<file path="src/rtl/song_seq.sv">
// Song sequencer: steps through a fixed note table on a beat timebase and
// presents the current note as octave fields plus a square-wave tone on spk.
module song_seq #(
   parameter int BEAT_CYCLES = 250000,
   parameter int SONG_LEN    = 32,
   parameter int LOOP        = 1
) (
   input  logic       clk_1mhz,
   input  logic       rst,
   input  logic       play,
   input  logic       stop,
   output logic [3:0] high,
   output logic [3:0] med,
   output logic [3:0] low,
   output logic       spk,
   output logic [7:0] note_idx,
   output logic       song_end
);

   localparam int BCW = (BEAT_CYCLES > 1) ? $clog2(BEAT_CYCLES) : 1;

   typedef enum logic [1:0] {IDLE, PLAY, PAUSE} state_t;

   state_t         state_q;
   logic [7:0]     idx_q;
   logic [BCW-1:0] beatCnt_q;
   logic [2:0]     beatsRem_q;
   logic [1:0]     oct_q;
   logic [2:0]     note_q;
   logic [11:0]    toneCnt_q;
   logic           spk_q;
   logic           songEnd_q;
   logic [3:0]     high_q;
   logic [3:0]     med_q;
   logic [3:0]     low_q;

   logic [7:0]     idx_d;
   logic [7:0]     loadIdx;
   logic [7:0]     loadEntry;
   logic [1:0]     loadOct;
   logic [2:0]     loadNote;
   logic [3:0]     loadHigh;
   logic [3:0]     loadMed;
   logic [3:0]     loadLow;
   logic           lastEntry;
   logic           beatTick;
   logic           entryDone;
   logic           sounding;
   logic [11:0]    medHalfPeriod;
   logic [11:0]    halfPeriod;
   logic           toneTop;

   // Entry layout: [7:6] octave, [5:3] note, [2:0] beats-1. Indices past 31 reuse the melody.
   function automatic logic [7:0] songRom(input logic [4:0] i);
      logic [7:0] e;
      e = 8'h00;
      case (i)
         5'd0:  e = 8'h88;
         5'd1:  e = 8'h99;
         5'd2:  e = 8'h00;
         5'd3:  e = 8'hE8;
         5'd4:  e = 8'h88;
         5'd5:  e = 8'h88;
         5'd6:  e = 8'hA8;
         5'd7:  e = 8'hA8;
         5'd8:  e = 8'hB0;
         5'd9:  e = 8'hB0;
         5'd10: e = 8'hA9;
         5'd11: e = 8'hA0;
         5'd12: e = 8'hA0;
         5'd13: e = 8'h98;
         5'd14: e = 8'h98;
         5'd15: e = 8'h90;
         5'd16: e = 8'h90;
         5'd17: e = 8'h89;
         5'd18: e = 8'h00;
         5'd19: e = 8'hC8;
         5'd20: e = 8'hD0;
         5'd21: e = 8'hD8;
         5'd22: e = 8'hD0;
         5'd23: e = 8'hC9;
         5'd24: e = 8'h68;
         5'd25: e = 8'h70;
         5'd26: e = 8'h78;
         5'd27: e = 8'h88;
         5'd28: e = 8'h98;
         5'd29: e = 8'hA8;
         5'd30: e = 8'h00;
         5'd31: e = 8'h8B;
      endcase
      return e;
   endfunction

   function automatic logic [11:0] medHalf(input logic [2:0] n);
      logic [11:0] h;
      case (n)
         3'd1:    h = 12'd1911;
         3'd2:    h = 12'd1703;
         3'd3:    h = 12'd1517;
         3'd4:    h = 12'd1432;
         3'd5:    h = 12'd1276;
         3'd6:    h = 12'd1136;
         3'd7:    h = 12'd1012;
         default: h = 12'd0;
      endcase
      return h;
   endfunction

   always_comb begin
      lastEntry = (idx_q == 8'(SONG_LEN - 1));
      idx_d     = lastEntry ? 8'd0 : idx_q + 8'd1;
      loadIdx   = (state_q == PLAY) ? idx_d : 8'd0;
      loadEntry = songRom(loadIdx[4:0]);
      loadOct   = loadEntry[7:6];
      loadNote  = loadEntry[5:3];
      loadHigh  = ((loadOct == 2'b11) && (loadNote != 3'd0)) ? {1'b0, loadNote} : 4'd0;
      loadMed   = ((loadOct == 2'b10) && (loadNote != 3'd0)) ? {1'b0, loadNote} : 4'd0;
      loadLow   = ((loadOct == 2'b01) && (loadNote != 3'd0)) ? {1'b0, loadNote} : 4'd0;

      beatTick  = (beatCnt_q == BCW'(BEAT_CYCLES - 1));
      entryDone = beatTick && (beatsRem_q == 3'd0);

      sounding      = (oct_q != 2'b00) && (note_q != 3'd0);
      medHalfPeriod = medHalf(note_q);
      case (oct_q)
         2'b01:   halfPeriod = medHalfPeriod << 1;
         2'b11:   halfPeriod = medHalfPeriod >> 1;
         default: halfPeriod = medHalfPeriod;
      endcase
      toneTop = (toneCnt_q == halfPeriod - 12'd1);
   end

   // Beat timing only advances while in PLAY; the cycle that drops into PAUSE
   // still counts, so total PLAY cycles per entry stay exact across pauses.
   always_ff @(posedge clk_1mhz) begin
      if (rst || stop) begin
         state_q    <= IDLE;
         idx_q      <= 8'd0;
         beatCnt_q  <= '0;
         beatsRem_q <= 3'd0;
         oct_q      <= 2'b00;
         note_q     <= 3'd0;
         toneCnt_q  <= 12'd0;
         spk_q      <= 1'b0;
         songEnd_q  <= 1'b0;
         high_q     <= 4'd0;
         med_q      <= 4'd0;
         low_q      <= 4'd0;
      end else begin
         songEnd_q <= 1'b0;
         unique case (state_q)
            IDLE: begin
               if (play) begin
                  state_q    <= PLAY;
                  idx_q      <= loadIdx;
                  beatCnt_q  <= '0;
                  beatsRem_q <= loadEntry[2:0];
                  oct_q      <= loadOct;
                  note_q     <= loadNote;
                  high_q     <= loadHigh;
                  med_q      <= loadMed;
                  low_q      <= loadLow;
                  toneCnt_q  <= 12'd0;
                  spk_q      <= 1'b0;
               end
            end
            PLAY: begin
               if (!play) begin
                  state_q <= PAUSE;
               end
               if (entryDone) begin
                  songEnd_q <= lastEntry;
                  beatCnt_q <= '0;
                  toneCnt_q <= 12'd0;
                  spk_q     <= 1'b0;
                  if (lastEntry && (LOOP == 0)) begin
                     state_q    <= IDLE;
                     idx_q      <= 8'd0;
                     beatsRem_q <= 3'd0;
                     oct_q      <= 2'b00;
                     note_q     <= 3'd0;
                     high_q     <= 4'd0;
                     med_q      <= 4'd0;
                     low_q      <= 4'd0;
                  end else begin
                     idx_q      <= loadIdx;
                     beatsRem_q <= loadEntry[2:0];
                     oct_q      <= loadOct;
                     note_q     <= loadNote;
                     high_q     <= loadHigh;
                     med_q      <= loadMed;
                     low_q      <= loadLow;
                  end
               end else begin
                  beatCnt_q <= beatTick ? '0 : beatCnt_q + BCW'(1);
                  if (beatTick) begin
                     beatsRem_q <= beatsRem_q - 3'd1;
                  end
                  if (!play || !sounding) begin
                     toneCnt_q <= 12'd0;
                     spk_q     <= 1'b0;
                  end else if (toneTop) begin
                     toneCnt_q <= 12'd0;
                     spk_q     <= ~spk_q;
                  end else begin
                     toneCnt_q <= toneCnt_q + 12'd1;
                  end
               end
            end
            PAUSE: begin
               if (play) begin
                  state_q <= PLAY;
               end
            end
            default: state_q <= IDLE;
         endcase
      end
   end

   assign high     = high_q;
   assign med      = med_q;
   assign low      = low_q;
   assign spk      = spk_q;
   assign note_idx = idx_q;
   assign song_end = songEnd_q;

endmodule
</file>
<file path="config.mk">
export PLATFORM = sky130hd
export DESIGN_NAME = song_seq
export DESIGN_NICKNAME = d
export VERILOG_FILES = /design/src/rtl/song_seq.sv
export SDC_FILE = /design/constraint.sdc
export NUM_CORES = 1
export LEC_CHECK = 0
export BUFFER_PORTS_ARGS = -buffer_cell sky130_fd_sc_hd__buf_4
export CORE_MARGIN = 2
export CORE_UTILIZATION = 40
export CTS_CLUSTER_DIAMETER = 80
export DETAILED_ROUTE_END_ITERATION = 10
export GPL_TIMING_DRIVEN = 1
export PLACE_DENSITY = 0.64
export SLEW_MARGIN = 20
export SYNTH_ARGS = -nofsm -noshare
export SYNTH_HDL_FRONTEND = slang
export SYNTH_SLANG_ARGS = --single-unit
</file>
<file path="constraint.sdc">
create_clock -name clk_1mhz -period 7.7 [get_ports clk_1mhz]
set_input_delay 1.54 -clock clk_1mhz [delete_from_list [all_inputs] [get_ports clk_1mhz]]
set_output_delay 1.54 -clock clk_1mhz [all_outputs]
set_load 0.02 [all_outputs]
</file>
==> metrics.csv <==
stage;metric;value;unit
critical_path;arrival;3620;ps
synthesis;synthArstFlopShare;0;%
synthesis;synth.yosys.seq_area_share;29.4;%
cts;clock_sinks;59;
place;globalplace.congestion;0.819;
synthesis;synthMostInstantiatedCell;nor2_1;
cts;clkSlewWorstSetupHoldPaths;70;ps
detailed_routing;vias;3848;
cts;htreeDepth;3;
synthesis;synthDominantCellAreaShare;29.4;%
sta;fmax;299;MHz
floorplan;die_h;104;um
detailed_routing;viasPerCell;5.70;
finish;final_nets;555;
global_route;grt_pass1_vias;3440;
critical_path;r2r_slack;4360;ps
synthesis;synth_top_flop_cell;dfxtp_1;
global_route;grt_max_degree;43;
floorplan;core_region_area;0.00977;mm^2
cts;cts-hold-fix-buffers;0;
finish;drive_gt1_share;10.5;%
synthesis;synth_area;0.00402;mm^2
floorplan;die_area;0.0109;mm^2
sta;holdWs;450;ps
synthesis;yosysTopAreaCell;dfxtp_1;
hold_path;holdCritPathClass;register to register;
hold_path;hold-path-cell-count;2;
synthesis;synth_seq_cells;59;
synthesis;yosys_warnings;0;
global_route;grt_pass1_wl;15900;um
critical_path;reg2reg_depth;11;
sta;slew_headroom;33.7;%
finish;diodes;0;
synthesis;synth_edf_count;0;
global_route;grt_usage;17.8;%
outcome;status;finished clean;
sta;worst_pin_slew;991;ps
detailed_routing;drc;0;
cts;ctsResizeCount;0;
critical_path;cp.required;7970;ps
cts;cts_buffers;9;
synthesis;synth_cell_types;77;
finish;fin_util;44.7;%
finish;design_area;0.00437;mm^2
cts;cts_root_buf;clkbuf_8;
power_and_ir_drop;pwr_density_cell;147;mW/mm^2
synthesis;yosys-top-cells-count;nor2_1, nand2_1, dfxtp_1, a21oi_1, nand3_1;
global_route;gr-total-overflow;0;
place;dp_hpwl;6470;um
finish;fillers;1010;
synthesis;syn_inst;537;
synthesis;synth_area_leaders;dfxtp_1, nor2_1, nand2_1, a21oi_1, nand3_1;
sta;slew_violations;0;
sta;rsz0062_at_grt;false;
detailed_routing;ant_nets;0;
detailed_routing;drt_first_pass_iters;5;
finish;stdcell_count;675;
sta;fin_skew;11.4;ps
critical_path;path_class;register to register;
sta;fin_crit;3340;ps
global_route;antenna_found_initial;0;
floorplan;dieWidth;104;um
cts;cts_tree;yes;
floorplan;ios;26;
floorplan;start_util;41.1;%
place;dp.cells;660;
critical_path;r2r-start;note_q[1];
finish;areaGrowthSynthToFinish;8.72;%
critical_path;worst-path-max-fanout;33;
sta;finalCritPeriodShare;43.4;%
detailed_routing;wl_per_cell;14.0;um
critical_path;cp-end-kind;register;
detailed_routing;drt_wl_total;9480;um
job;timing.max_cap.violations;0;
floorplan;std_cell_rows;36;
synthesis;synth.avg_cell_area;7.48;um^2
critical_path;r2r_end;toneCnt_q[2];
critical_path;worstSetupStartpointType;register;
power_and_ir_drop;p_leak;1.56;nW
cts;insertion_delay;350;ps
place;placed_cell_area;0.00419;mm^2
power_and_ir_drop;ir_worst_vdd;0.0599;mV
cts;postCtsSetupBuffers;0;
sta;setup_viol;0;
hold_path;holdPathEnd;low[2];
sta;tns;0;ps
hold_path;min-delay-start;low[2];
place;port-buffer-count;22;
sta;hold_viol;0;
detailed_routing;drtIter0Drc;220;
cts;cts_buffer_depth;2;
layout make-up:
type / instances / area, um^2 / share of cell area (%)
clock buffer: 13 / 169 / 3.87
multi-input combinational: 433 / 2620 / 60.0
tap: 133 / 166 / 3.81
timing repair buffer: 24 / 180 / 4.12
inverter: 11 / 41.3 / 0.945
clock inverter: 2 / 10.0 / 0.229
sequential: 59 / 1180 / 27.0
metrics by stage:
stage               worst slack (ps)  total power (W)
floorplan                       4840         0.000374
global placement                4290         0.000385
detailed placement              4200         0.000386
CTS                             4400         0.000651
global route                    3930         0.000677
finish                          4360         0.000642
layer usage:
metal  global-route usage, %  part of all wire (%)  vias up
met5                       0                     0        -
met4                    7.53                   1.6        0
met3                    4.64                   3.9       12
met2                    28.9                    48       83
met1                    22.5                    47     1803
li1                        -                     -     1950
kinds of logic (layout without fill, tap and decap cells):
| kind of cell | after synthesis | after routing | synth area share (%) |
|---|---|---|---|
| adders and majority gates | 13 | 13 | 4.05 |
| DFF | 59 | 59 | 29.4 |
| AOI/OAI and AO/OA | 130 | 130 | 21.6 |
| xor gates and xnor gates | 19 | 19 | 4.48 |
| muxes | 6 | 6 | 1.62 |
| buffers and inverters | 47 | 50 | 5.57 |
| other | 1 | 3 | 0.0933 |
| and+or+nand+nor | 262 | 262 | 33.2 |
state kept, by name, indices dropped and copies added, names as in the netlist:
register and count:
note_idx 8, low 3, oct_q 2, note_q 3
spk 1, beatCnt_q 18, state_q 2, beatsRem_q 3
toneCnt_q 12, high 3, song_end 1, med 3
worst max-delay path, cell delays in order (launching register included):
cell	delay [ps]
dfxtp_1	950
nor2b_1	280
o21ai_0	100
a22oi_1	220
ha_1	240
nand2_1	80
a311o_1	280
xnor3_1	200
and4_4	190
a41oi_4	450
a21oi_1	140
mux2i_1	150
how the worst max path moves through the flow:
| stage | start | endpoint | slack [ps] |
|---|---|---|---|
| detailed placement | play | toneCnt_q[2] | 4200 |
| floorplan | play | toneCnt_q[9] | 4840 |
| CTS | note_q[1] | toneCnt_q[2] | 4400 |
| global route | note_q[1] | toneCnt_q[4] | 3930 |
| finish | note_q[1] | toneCnt_q[2] | 4360 |
| global placement | play | high[0] | 4290 |
report_power, final:
| part | internal [W] | total (W) | switching [W] |
|---|---|---|---|
| Combinational | 0.0000235 | 0.0000644 | 0.0000409 |
| Clock | 0.000140 | 0.000263 | 0.000122 |
| Sequential | 0.000307 | 0.000315 | 0.00000771 |
| Total | 0.000471 | 0.000642 | 0.000171 |
cell usage in the layout, fill, tap and decap left out, drive strengths merged, types with 8 or more instances in the layout:
master,netlist,routed
nand3b,10,10
nand4,8,8
nand2,61,61
ha,13,13
clkbuf,19,13
xor2,13,13
nand3,41,41
a21oi,42,42
o21ai,30,30
nor2,63,63
nor4,9,9
buf,17,24
dfxtp,59,59
nor3,21,21
and3,10,10
inv,11,11
a31oi,9,9
Power figures use the tool's default switching activity.
